--- src/rtl/chacha20_poly1305_bus_seq.sv ---
// Register-port bus master that runs a full ChaCha20-Poly1305 session: key/nonce programming,
// init, per-block load/next/readout, and a final done command, with poll-timeout recovery.
module chacha20_poly1305_bus_seq #(
   parameter int POLL_TIMEOUT = 1024,
   parameter int READY_BIT    = 0,
   parameter int BLOCK_WORDS  = 16
) (
   input  logic         clk,
   input  logic         rst,
   input  logic         start,
   input  logic [255:0] key,
   input  logic [95:0]  nonce,
   input  logic         in_valid,
   input  logic [31:0]  in_data,
   input  logic         in_last,
   output logic         in_ready,
   output logic         out_valid,
   output logic [31:0]  out_data,
   input  logic         out_ready,
   output logic         busy,
   output logic         done,
   output logic         error,
   output logic         bus_cs,
   output logic         bus_we,
   output logic [7:0]   bus_addr,
   output logic [31:0]  bus_wdata,
   input  logic [31:0]  bus_rdata
);

   localparam int CW = $clog2(BLOCK_WORDS);
   localparam int PW = $clog2(POLL_TIMEOUT + 1);

   typedef enum logic [3:0] {
      IDLE, WR_KEY, WR_NONCE, WR_INIT, POLL_INIT, LOAD,
      WR_NEXT, POLL_NEXT, READ_OUT, WR_DONE, ERR
   } state_t;

   state_t         state_q, state_d;
   logic [CW-1:0]  cnt_q, cnt_d;
   logic [PW-1:0]  poll_q, poll_d;
   logic [255:0]   keyShift_q, keyShift_d;
   logic [95:0]    nonceShift_q, nonceShift_d;
   logic           last_q, last_d;
   logic           outValid_q, outValid_d;
   logic [31:0]    outData_q, outData_d;
   logic           busy_q, busy_d;
   logic           done_q, done_d;
   logic           error_q, error_d;
   logic           busCs_q, busCs_d;
   logic           busWe_q, busWe_d;
   logic [7:0]     busAddr_q, busAddr_d;
   logic [31:0]    busWdata_q, busWdata_d;
   logic           rdActive;

   // A read is on the bus this cycle; its data is consumed at the closing edge.
   assign rdActive = busCs_q && !busWe_q;

   always_comb begin
      state_d      = state_q;
      cnt_d        = cnt_q;
      poll_d       = poll_q;
      keyShift_d   = keyShift_q;
      nonceShift_d = nonceShift_q;
      last_d       = last_q;
      outValid_d   = outValid_q;
      outData_d    = outData_q;
      error_d      = error_q;
      done_d       = 1'b0;
      busCs_d      = 1'b0;
      busWe_d      = 1'b0;
      busAddr_d    = 8'h00;
      busWdata_d   = 32'h0;

      unique case (state_q)
         IDLE: begin
            if (start) begin
               state_d      = WR_KEY;
               cnt_d        = '0;
               keyShift_d   = key;
               nonceShift_d = nonce;
               error_d      = 1'b0;
            end
         end
         WR_KEY: begin
            busCs_d    = 1'b1;
            busWe_d    = 1'b1;
            busAddr_d  = 8'h10 + 8'(cnt_q);
            busWdata_d = keyShift_q[255:224];
            keyShift_d = {keyShift_q[223:0], 32'h0};
            if (cnt_q == CW'(7)) begin
               cnt_d   = '0;
               state_d = WR_NONCE;
            end else begin
               cnt_d = cnt_q + CW'(1);
            end
         end
         WR_NONCE: begin
            busCs_d      = 1'b1;
            busWe_d      = 1'b1;
            busAddr_d    = 8'h20 + 8'(cnt_q);
            busWdata_d   = nonceShift_q[95:64];
            nonceShift_d = {nonceShift_q[63:0], 32'h0};
            if (cnt_q == CW'(2)) begin
               cnt_d   = '0;
               state_d = WR_INIT;
            end else begin
               cnt_d = cnt_q + CW'(1);
            end
         end
         WR_INIT: begin
            busCs_d    = 1'b1;
            busWe_d    = 1'b1;
            busAddr_d  = 8'h08;
            busWdata_d = 32'h0000_0001;
            poll_d     = '0;
            state_d    = POLL_INIT;
         end
         // Readiness is judged on the read currently on the bus; the first READ_OUT read is issued on exit.
         POLL_INIT, POLL_NEXT: begin
            if (rdActive && bus_rdata[READY_BIT]) begin
               cnt_d = '0;
               if (state_q == POLL_INIT) begin
                  state_d = LOAD;
               end else begin
                  state_d   = READ_OUT;
                  busCs_d   = 1'b1;
                  busAddr_d = 8'h40;
               end
            end else if (poll_q == PW'(POLL_TIMEOUT)) begin
               state_d = ERR;
            end else begin
               busCs_d   = 1'b1;
               busAddr_d = 8'h09;
               poll_d    = poll_q + PW'(1);
            end
         end
         LOAD: begin
            if (in_valid) begin
               busCs_d    = 1'b1;
               busWe_d    = 1'b1;
               busAddr_d  = 8'h30 + 8'(cnt_q);
               busWdata_d = in_data;
               if (cnt_q == CW'(BLOCK_WORDS - 1)) begin
                  last_d  = in_last;
                  cnt_d   = '0;
                  state_d = WR_NEXT;
               end else begin
                  cnt_d = cnt_q + CW'(1);
               end
            end
         end
         WR_NEXT: begin
            busCs_d    = 1'b1;
            busWe_d    = 1'b1;
            busAddr_d  = 8'h08;
            busWdata_d = 32'h0000_0002;
            poll_d     = '0;
            state_d    = POLL_NEXT;
         end
         READ_OUT: begin
            if (outValid_q) begin
               if (out_ready) begin
                  outValid_d = 1'b0;
                  if (cnt_q == CW'(BLOCK_WORDS - 1)) begin
                     cnt_d   = '0;
                     state_d = last_q ? WR_DONE : LOAD;
                  end else begin
                     cnt_d     = cnt_q + CW'(1);
                     busCs_d   = 1'b1;
                     busAddr_d = 8'h40 + 8'(cnt_q + CW'(1));
                  end
               end
            end else if (rdActive) begin
               outValid_d = 1'b1;
               outData_d  = bus_rdata;
            end
         end
         WR_DONE: begin
            busCs_d    = 1'b1;
            busWe_d    = 1'b1;
            busAddr_d  = 8'h08;
            busWdata_d = 32'h0000_0004;
            done_d     = 1'b1;
            state_d    = IDLE;
         end
         ERR: begin
            busCs_d    = 1'b1;
            busWe_d    = 1'b1;
            busAddr_d  = 8'h08;
            busWdata_d = 32'h0000_0000;
            error_d    = 1'b1;
            state_d    = IDLE;
         end
         default: state_d = IDLE;
      endcase

      busy_d = (state_d != IDLE);
   end

   always_ff @(posedge clk or posedge rst) begin
      if (rst) begin
         state_q      <= IDLE;
         cnt_q        <= '0;
         poll_q       <= '0;
         keyShift_q   <= '0;
         nonceShift_q <= '0;
         last_q       <= 1'b0;
         outValid_q   <= 1'b0;
         outData_q    <= 32'h0;
         busy_q       <= 1'b0;
         done_q       <= 1'b0;
         error_q      <= 1'b0;
         busCs_q      <= 1'b0;
         busWe_q      <= 1'b0;
         busAddr_q    <= 8'h00;
         busWdata_q   <= 32'h0;
      end else begin
         state_q      <= state_d;
         cnt_q        <= cnt_d;
         poll_q       <= poll_d;
         keyShift_q   <= keyShift_d;
         nonceShift_q <= nonceShift_d;
         last_q       <= last_d;
         outValid_q   <= outValid_d;
         outData_q    <= outData_d;
         busy_q       <= busy_d;
         done_q       <= done_d;
         error_q      <= error_d;
         busCs_q      <= busCs_d;
         busWe_q      <= busWe_d;
         busAddr_q    <= busAddr_d;
         busWdata_q   <= busWdata_d;
      end
   end

   assign in_ready  = (state_q == LOAD);
   assign out_valid = outValid_q;
   assign out_data  = outData_q;
   assign busy      = busy_q;
   assign done      = done_q;
   assign error     = error_q;
   assign bus_cs    = busCs_q;
   assign bus_we    = busWe_q;
   assign bus_addr  = busAddr_q;
   assign bus_wdata = busWdata_q;

endmodule

--- config.mk ---
export PLATFORM = sky130hd
export DESIGN_NAME = chacha20_poly1305_bus_seq
export DESIGN_NICKNAME = d
export VERILOG_FILES = /design/src/rtl/chacha20_poly1305_bus_seq.sv
export SDC_FILE = /design/constraint.sdc
export NUM_CORES = 1
export LEC_CHECK = 0
export CORE_MARGIN = 3
export CORE_UTILIZATION = 47
export CTS_CLUSTER_DIAMETER = 80
export DETAILED_ROUTE_END_ITERATION = 10
export PLACE_DENSITY = 0.75
export RECOVER_POWER = 25
export REMOVE_ABC_BUFFERS = 1
export SLEW_MARGIN = 20
export SYNTH_ARGS = -nofsm -noshare
export SYNTH_HDL_FRONTEND = slang
export SYNTH_SLANG_ARGS = --single-unit
--- constraint.sdc ---
create_clock -name clk -period 26.4 [get_ports clk]
set_input_delay 5.28 -clock clk [delete_from_list [all_inputs] [get_ports clk]]
set_output_delay 5.28 -clock clk [all_outputs]
set_load 0.05 [all_outputs]
# Yosys cells after proc, flatten, opt, wreduce, memory -nomap -nowiden
# Index checks and enable logic that the tools add are counted.
[totals] reg_bits=450 out_inout_bits=79 in_bits=422
[op_classes] bitwise=1 n_eq_ne=21 mux=54 reduce_logical=21 add_sub_neg=7
[ops] op="case mux 256 bit (2 select lines)" count=1
[ops] op="two-way mux 256 bit" count=1
[ops] op="case mux 32 bit (6 select lines)" count=1
[ops] op="case mux 96 bit (2 select lines)" count=1
[ops] op="two-way mux 96 bit" count=1
[ops] op="two-way mux 4 bit" count=21
[ops] op="case mux 8 bit (6 select lines)" count=1
[ops] op="two-way mux 32 bit" count=1
[ops] op="two-way mux 8 bit" count=4
[ops] op="case mux 4 bit (8 select lines)" count=1
[ops] op="case mux 4 bit (6 select lines)" count=1
[ops] op="two-way mux 11 bit" count=2
[ops] op="case mux 11 bit (2 select lines)" count=1
[ops] op="== test 4 x 3 -> 1 bit, second input constant" count=5
[ops] op="== test 4 bit, second input constant" count=4
[ops] op="adder 6 x 4 -> 7 bit, first input constant" count=2
[ops] op="two-way mux 7 bit" count=2
[ops] op="inequality test 2 bit, second input constant" count=7
[ops] op="== test 4 x 2 -> 1 bit, second input constant" count=3
[ops] op="two-way mux 1 bit" count=12
[ops] op="adder 11 x 1 -> 11 bit, second input constant" count=1
[ops] op="== test 11 bit, second input constant" count=1
[ops] op="AND reduction 3 bit" count=3
[ops] op="adder 7 x 5 -> 8 bit, first input constant" count=1
[ops] op="18 further kinds" count=26

# Depth between registers and ports, before layout
# Gate-level depths: netlist of the first run.
[depth] word_depth=6 mapped_depth=8 depth_no_buf=7

# Worst setup path after synthesis of the first run
# Ideal clock, no wire load.
[synth_path] path_type="register to output" startpoint="register state_q[2]" endpoint="output port in_ready" slack_ns=19.334 required_time_ns=21.120 path_stages_with_launch=6 arrival_ns=1.786 path_cell_list="dfrtp_1 -> buf_2 -> clkbuf_1 -> buf_1 -> nand2_1 -> nor2_1"
[synth_via] elab_chain_len=1
[synth_rtl] item="from (decl)" line_no="38" source="state_t state_q, state_d;"
[synth_rtl] item="from (signal assigned)" line_no="218" source="state_q <= state_d;"
[synth_rtl] item="== test 4 x 3 -> 1 bit" line_no="236" source="assign in_ready = (state_q == LOAD);"
[synth_rtl] item="to (decl)" line_no="16" source="output logic in_ready,"
# No other way between the ends.

==> flow_metrics.py, run 1 <==
metrics = {
    "critical_path": {
        "critPathKind": "in2async",
        "crit_chain": "dlygate4sd3_1 -> clkinvlp_2 -> buf_4",
        "worst-path-buf-inv": 3,
        "crit_fanout": 134,
        "critPathMaxStageDelay_ns": 3.39,
        "crit_path_end": "keyShift_q[97]",
        "critPathTopFamily": "buffers and inverters",
        "reg2reg_to": "nonceShift_q[93]",
        "cp.depth": 3,
        "crit_start": "rst",
        "cp_slowest_cell": "clkinvlp_2",
        "ff2ff_path_depth": 7,
        "required_ns": 26.97,
        "endpoint_kind": "async pin",
        "crit_path_start_kind": "input pin",
        "worstPathArrival_ns": 10.50,
        "r2r_slack_ns": 20.45,
        "rr_startpoint": "state_q[2]",
    },
    "power_and_ir_drop": {
        "powerDensity_nw_per_um2": 123,
        "total_power_w": 0.00325,
        "ir_worst_vdd_mv": 0.127,
        "p_leak_nw": 11.7,
    },
    "floorplan": {
        "die-area_um2": 44100,
        "fp.dieW_um": 210,
        "fp-row-count": 74,
        "design.core.area_um2": 40900,
        "io_pins": 501,
        "start_util_pct": 47.7,
        "die_y_um": 210,
    },
    "route": {
        "wl_per_cell_um": 18.8,
        "wirelength_mm": 59.5,
        "detail-route-antenna-nets": 0,
        "via_count": 17700,
        "dr.pass1.iters": 6,
        "drt_iter0_markers": 1648,
        "drc": 0,
        "viasPerCell": 5.58,
    },
    "finish": {
        "syn_to_final_growth_pct": 35.4,
        "fin_util_pct": 64.6,
        "nFillCells": 3381,
        "fin_cells": 3166,
        "drive_gt1_share_pct": 5.38,
        "layout.nets": 3008,
        "fin_area_um2": 26500,
    },
    "clock_network": {
        "cts_buffers": 48,
        "cts.path.max_buffers": 3,
        "htree_levels": 2,
        "clock_latency_ns": 0.59,
        "cts_resized": 0,
        "root_buffer": "clkbuf_16",
        "cts_tree": "built",
        "clk_pin_slew_worst_paths_ns": 0.06,
        "post_cts_buffers": 0,
        "cts.sinks": 449,
        "cts_hold_buf": 0,
    },
    "yosys": {
        "synth_ff_type": "dfrtp_1",
        "postSynth.asyncResetShare_pct": 100,
        "syn_inst": 2182,
        "ys_ff_latch": 449,
        "synth_seq_area_share_pct": 57.5,
        "yosysWarningCount": 0,
        "synthesis.area_um2": 19500,
        "yosysUniqueCellTypes": 57,
        "synth_edf_count": 0,
        "syn_avg_cell_area_um2": 8.95,
    },
    "timing": {
        "fmax_mhz": 101,
        "maxSlewHeadroom_pct": -310,
        "fin_crit_ns": 9.93,
        "clock_skew_ns": 0.0259,
        "worstMarginPinSlew_ns": 6.11,
        "rsz0062_at_grt": "false",
        "finalCritPeriodShare_pct": 37.6,
        "hold_viol_final": 0,
        "finalMaxSlewViolations": 212,
        "finalSetupViolations": 0,
        "final.setup.tns_ns": 0,
    },
    "placement": {
        "placed_cells": 3063,
        "dpl_cell_area_um2": 24700,
        "gp_congestion": 0.886,
        "io_buffers": 499,
        "hpwl_mm": 39.3,
    },
    "outcome": {
        "outcome": "complete, but fails checks",
        "violations": "max-capacitance violations, max-slew violations",
    },
    "global_routing": {
        "grt_pass1_vias": 17400,
        "grt_usage_pct": 26.4,
        "grt_pass1_wl_mm": 93.6,
        "grt_overflow": 0,
        "antenna_found_initial": 15,
        "grt_start_max_net_pins": 216,
    },
    "worst_hold_path": {
        "hold_path.class": "reg2reg",
    },
    "flow_run": {
        "drv_cap": 2,
    },
}
==> worst min-delay path by stage <==
| stage | startpoint | endpoint | slack, ns | cells past startpoint |
|---|---|---|---|---|
| floorplan | nonceShift_q[67] | nonceShift_q[67] | 0.44 | 2 |
| global placement | nonceShift_q[80] | nonceShift_q[80] | 0.46 | 2 |
| detailed placement | nonceShift_q[80] | nonceShift_q[80] | 0.46 | 2 |
| CTS | nonceShift_q[80] | nonceShift_q[80] | 0.48 | 2 |
| global route | nonceShift_q[54] | nonceShift_q[54] | 0.50 | 2 |
| finish | nonceShift_q[80] | nonceShift_q[80] | 0.48 | 2 |
==> layer usage <==
layer  global-route usage, %  share of wire, %  routed length (um)
met2                    43.2                49               29400
met5                       0             0.084                  50
met3                    5.65               7.6                4500
met1                    34.2                39               23500
met4                    11.5               3.5                2090
==> where the power goes <==
part / switching, W / leakage (nW) / internal (W)
clock network: 0.000281 / 0.842 / 0.000435
registers: 0.000181 / 5.41 / 0.00101
logic: 0.000842 / 5.45 / 0.000495
total: 0.00130 / 11.7 / 0.00194
==> cells in the final DEF (no fill, tap or decap), types with 4 or more instances in the layout <==
| cell | count |
|---|---|
| nand2_1 | 714 |
| clkdlybuf4s50_1 | 465 |
| dfrtp_1 | 449 |
| nor2_1 | 265 |
| a31oi_1 | 225 |
| a22oi_1 | 56 |
| clkbuf_16 | 49 |
| nand3_1 | 44 |
| a21oi_1 | 42 |
| inv_1 | 38 |
| dlygate4sd3_1 | 34 |
| a222oi_1 | 29 |
| mux2_2 | 27 |
| o21ai_0 | 19 |
| buf_4 | 14 |
| clkinv_2 | 13 |
| diode_2 | 12 |
| o22ai_1 | 11 |
| nor3_1 | 9 |
| clkbuf_1 | 9 |
| clkbuf_8 | 9 |
| nand2b_1 | 7 |
| xnor2_1 | 7 |
| bufinv_16 | 7 |
| nor2b_1 | 4 |
| mux2_1 | 4 |
| ha_1 | 4 |
==> final cells by class <==
type | instances | area, um2 | area share (%)
flip-flops and latches | 449 | 11200 | 42.5
clock buffers | 67 | 1380 | 5.23
multi-input cells | 1525 | 7500 | 28.3
clock inverters | 23 | 302 | 1.14
well taps | 532 | 666 | 2.52
repair buffers | 518 | 5190 | 19.6
diodes | 12 | 30.0 | 0.114
inverters | 40 | 151 | 0.572
==> metrics by stage <==
step / setup WS, ns / hold WS (ns)
2_1_floorplan: 8.61 / 0.445
3_3_place_gp: 17.55 / 0.458
3_5_place_dp: 17.49 / 0.462
4_1_cts: 18.11 / 0.478
5_1_grt: 15.51 / 0.498
6_report: 16.47 / 0.476
==> tightest hold or removal path: stages, from the launching register on <==
cell and delay [ns]:
dfrtp_1 0.34, nand2_1 0.05, nand2_1 0.05
==> sequential cells by signal, indices dropped and copies added, names as in the netlist <==
signal / flops
keyShift_q: 256
nonceShift_q: 96
bus_wdata: 32
out_data: 32
poll_q: 11
bus_addr: 7
cnt_q: 4
state_q: 4
bus_cs: 1
bus_we: 1
busy: 1
done: 1
error: 1
last_q: 1
out_valid: 1
==> logic make-up (layout without fill, tap and decap cells) <==
family / after synthesis / after routing / synth area share [%]
simple gates: 1075 / 1075 / 21.9
flops: 449 / 449 / 57.5
compound gates: 402 / 402 / 13.6
buf+inv: 208 / 648 / 4.32
mux: 33 / 33 / 1.89
xor+xnor: 10 / 10 / 0.448
fa+ha+maj: 4 / 4 / 0.256
other cells: 1 / 13 / 0.0192
==> synthesized netlist by cell type (all sizes together) (9+ instances only) <==
library cell | count | area (um2)
nand2 | 714 | 2680
dfrtp | 449 | 11200
nor2 | 266 | 998
a31oi | 225 | 1410
clkbuf | 122 | 458
a22oi | 56 | 420
buf | 46 | 236
nand3 | 44 | 220
a21oi | 42 | 210
inv | 39 | 146
mux2 | 31 | 349
a222oi | 29 | 290
o21ai | 19 | 95.1
o22ai | 11 | 68.8
nor3 | 9 | 45.0
Note: power is estimated with default switching activity, not from simulation.
==> run 2, diff against run 1 <==
Settings changed: CORE_UTILIZATION 47 to 45.
Clock period 26.4 ns to 9 ns, I/O delays scaled along.
==> flow_metrics.py, run 2 (synthesis gave the netlist of run 1 again) <==
metrics = {
    "clock_network": {
        "cts.path.max_buffers": 3,
        "clk_pin_slew_worst_paths_ns": 0.06,
        "post_cts_buffers": 0,
        "htree_levels": 2,
        "cts.sinks": 449,
        "root_buffer": "clkbuf_16",
        "cts_tree": "built",
        "clock_latency_ns": 0.57,
        "cts_buffers": 48,
        "cts_hold_buf": 0,
        "cts_resized": 0,
    },
    "timing": {
        "finalMaxSlewViolations": 138,
        "fin_crit_ns": 4.80,
        "layout_setup_ws_ns": 4.20,
        "worstMarginPinSlew_ns": 3.66,
        "finalCritPeriodShare_pct": 53.4,
        "fmax_mhz": 208,
        "hold_viol_final": 0,
        "finalSetupViolations": 0,
        "rsz0062_at_grt": "false",
        "maxSlewHeadroom_pct": -145,
        "clock_skew_ns": 0.0112,
    },
    "finish": {
        "mostFrequentLayoutCells": "714 x nand2_1, 494 x clkdlybuf4s50_1, 449 x dfrtp_1",
        "fin_cells": 3207,
        "largest_reg_flops": 256,
        "syn_to_final_growth_pct": 35.4,
        "final_common_cell": "nand2_1",
        "layout.nets": 3006,
        "max_flop_register": "keyShift_q",
        "drive_gt1_share_pct": 5.13,
        "reg_top3": "keyShift_q: 256 flops, nonceShift_q: 96 flops",
    },
    "global_routing": {
        "grt_pass1_wl_mm": 94.1,
        "antenna_found_initial": 22,
        "use_met1_pct": 32.5,
        "top_usage_layer": "met2",
        "grt_pass1_vias": 17400,
        "grt_start_max_net_pins": 244,
        "grt_overflow": 0,
        "grt_usage_pct": 25.2,
        "grtUsageMet3_pct": 5.92,
        "grt_use_met2_pct": 41.2,
    },
    "floorplan": {
        "fp-row-count": 75,
        "die_y_um": 214,
        "die-area_um2": 46000,
        "fp.dieW_um": 214,
        "design.core.area_um2": 42400,
        "io_pins": 501,
        "start_util_pct": 46.1,
    },
    "route": {
        "wirelength_mm": 59.4,
        "via_count": 17600,
        "dr.pass1.iters": 7,
        "detail-route-antenna-nets": 0,
        "wl_per_cell_um": 18.5,
        "viasPerCell": 5.48,
        "drc": 0,
        "drt_iter0_markers": 1675,
    },
    "critical_path": {
        "critPathMaxStageDelay_ns": 2.06,
        "endpoint_kind": "async pin",
        "required_ns": 9.59,
        "crit_path_start_kind": "input pin",
        "crit_chain": "dlygate4sd3_1 -> clkinvlp_2 -> buf_4",
        "worstPathArrival_ns": 5.40,
        "critPathKind": "in2async",
        "crit_fanout": 80,
        "cp_slowest_cell": "clkinvlp_2",
    },
    "flow_run": {
        "drv_cap": 3,
    },
    "placement": {
        "io_buffers": 499,
        "pre_cts_ws_ns": 4.29,
        "hpwl_mm": 39.2,
        "placed_cells": 3107,
        "gp_congestion": 0.891,
    },
    "outcome": {
        "violations": "max-capacitance violations, max-slew violations",
        "outcome": "complete, but fails checks",
    },
    "power_and_ir_drop": {
        "powerDensity_nw_per_um2": 357,
        "p_leak_nw": 11.6,
        "ir_worst_vdd_mv": 0.330,
    },
    "worst_hold_path": {
        "hold_path.class": "reg2reg",
    },
}
-- run 2: cell count changes in the layout (fill, tap and decap cells not counted), moves of 2 or more --
cell             previous run  this run
diode_2                    12        17
buf_12                      2         4
buf_6                       2         0
mux2_1                      4         2
buf_4                      14        11
mux2_2                     27        29
inv_6                       2         0
clkdlybuf4s50_1           465       494
dlygate4sd3_1              34         5
clkbuf_1                    9         7
-- run 2: cell type report --
cell class | instances | area [um2]
Fill cell | 3543 | 16000
Sequential cell | 449 | 11200
Multi-Input combinational cell | 1525 | 7490
Timing Repair Buffer | 516 | 5160
Clock buffer | 62 | 1360
Tap cell | 577 | 722
Clock inverter | 21 | 290
Inverter | 40 | 151
Antenna cell | 17 | 42.5
-- run 2: metrics by stage --
stage	hold WS, ns	cell area, um2	util (%)	total power [W]	TNS (ns)
floorplan	0.445	18800	-	0.00654	-2538.17
global placement	0.457	24800	58.5	0.00723	0
detailed placement	0.463	24800	58.5	0.00740	0
CTS	0.478	26400	62.3	0.00951	0
global route	0.496	26400	62.3	0.0101	0
finish	0.479	26500	62.4	0.00944	0
-- run 2: metal layers --
metal	vias up	part of all wire (%)
li1	8168	-
met5	-	0.067
met4	6	3.5
met3	135	7.4
met1	8575	41
met2	697	48
-- run 2: report_power, final --
group	internal [W]	switching [W]
Sequential	0.00297	0.000529
Combinational	0.00143	0.00244
Clock	0.00126	0.000811
Total	0.00566	0.00378
-- run 2: worst paths after layout --
path,startpoint,slack [ns],depth (start not counted),end
worst max register to register,state_q[0],4.62,6,nonceShift_q[94]
worst min register to register,nonceShift_q[40],0.48,2,nonceShift_q[40]
worst max-delay path,rst,4.20,3,keyShift_q[102]
max in group clk,state_q[3],4.37,4,in_ready
min in group asynchronous,rst,2.80,2,out_data[18]
worst min-delay path,nonceShift_q[40],0.48,2,nonceShift_q[40]
-- run 2: critical path, delay by kind of cell --
family	cells	cell delay, ns
buf+inv	3	3.55
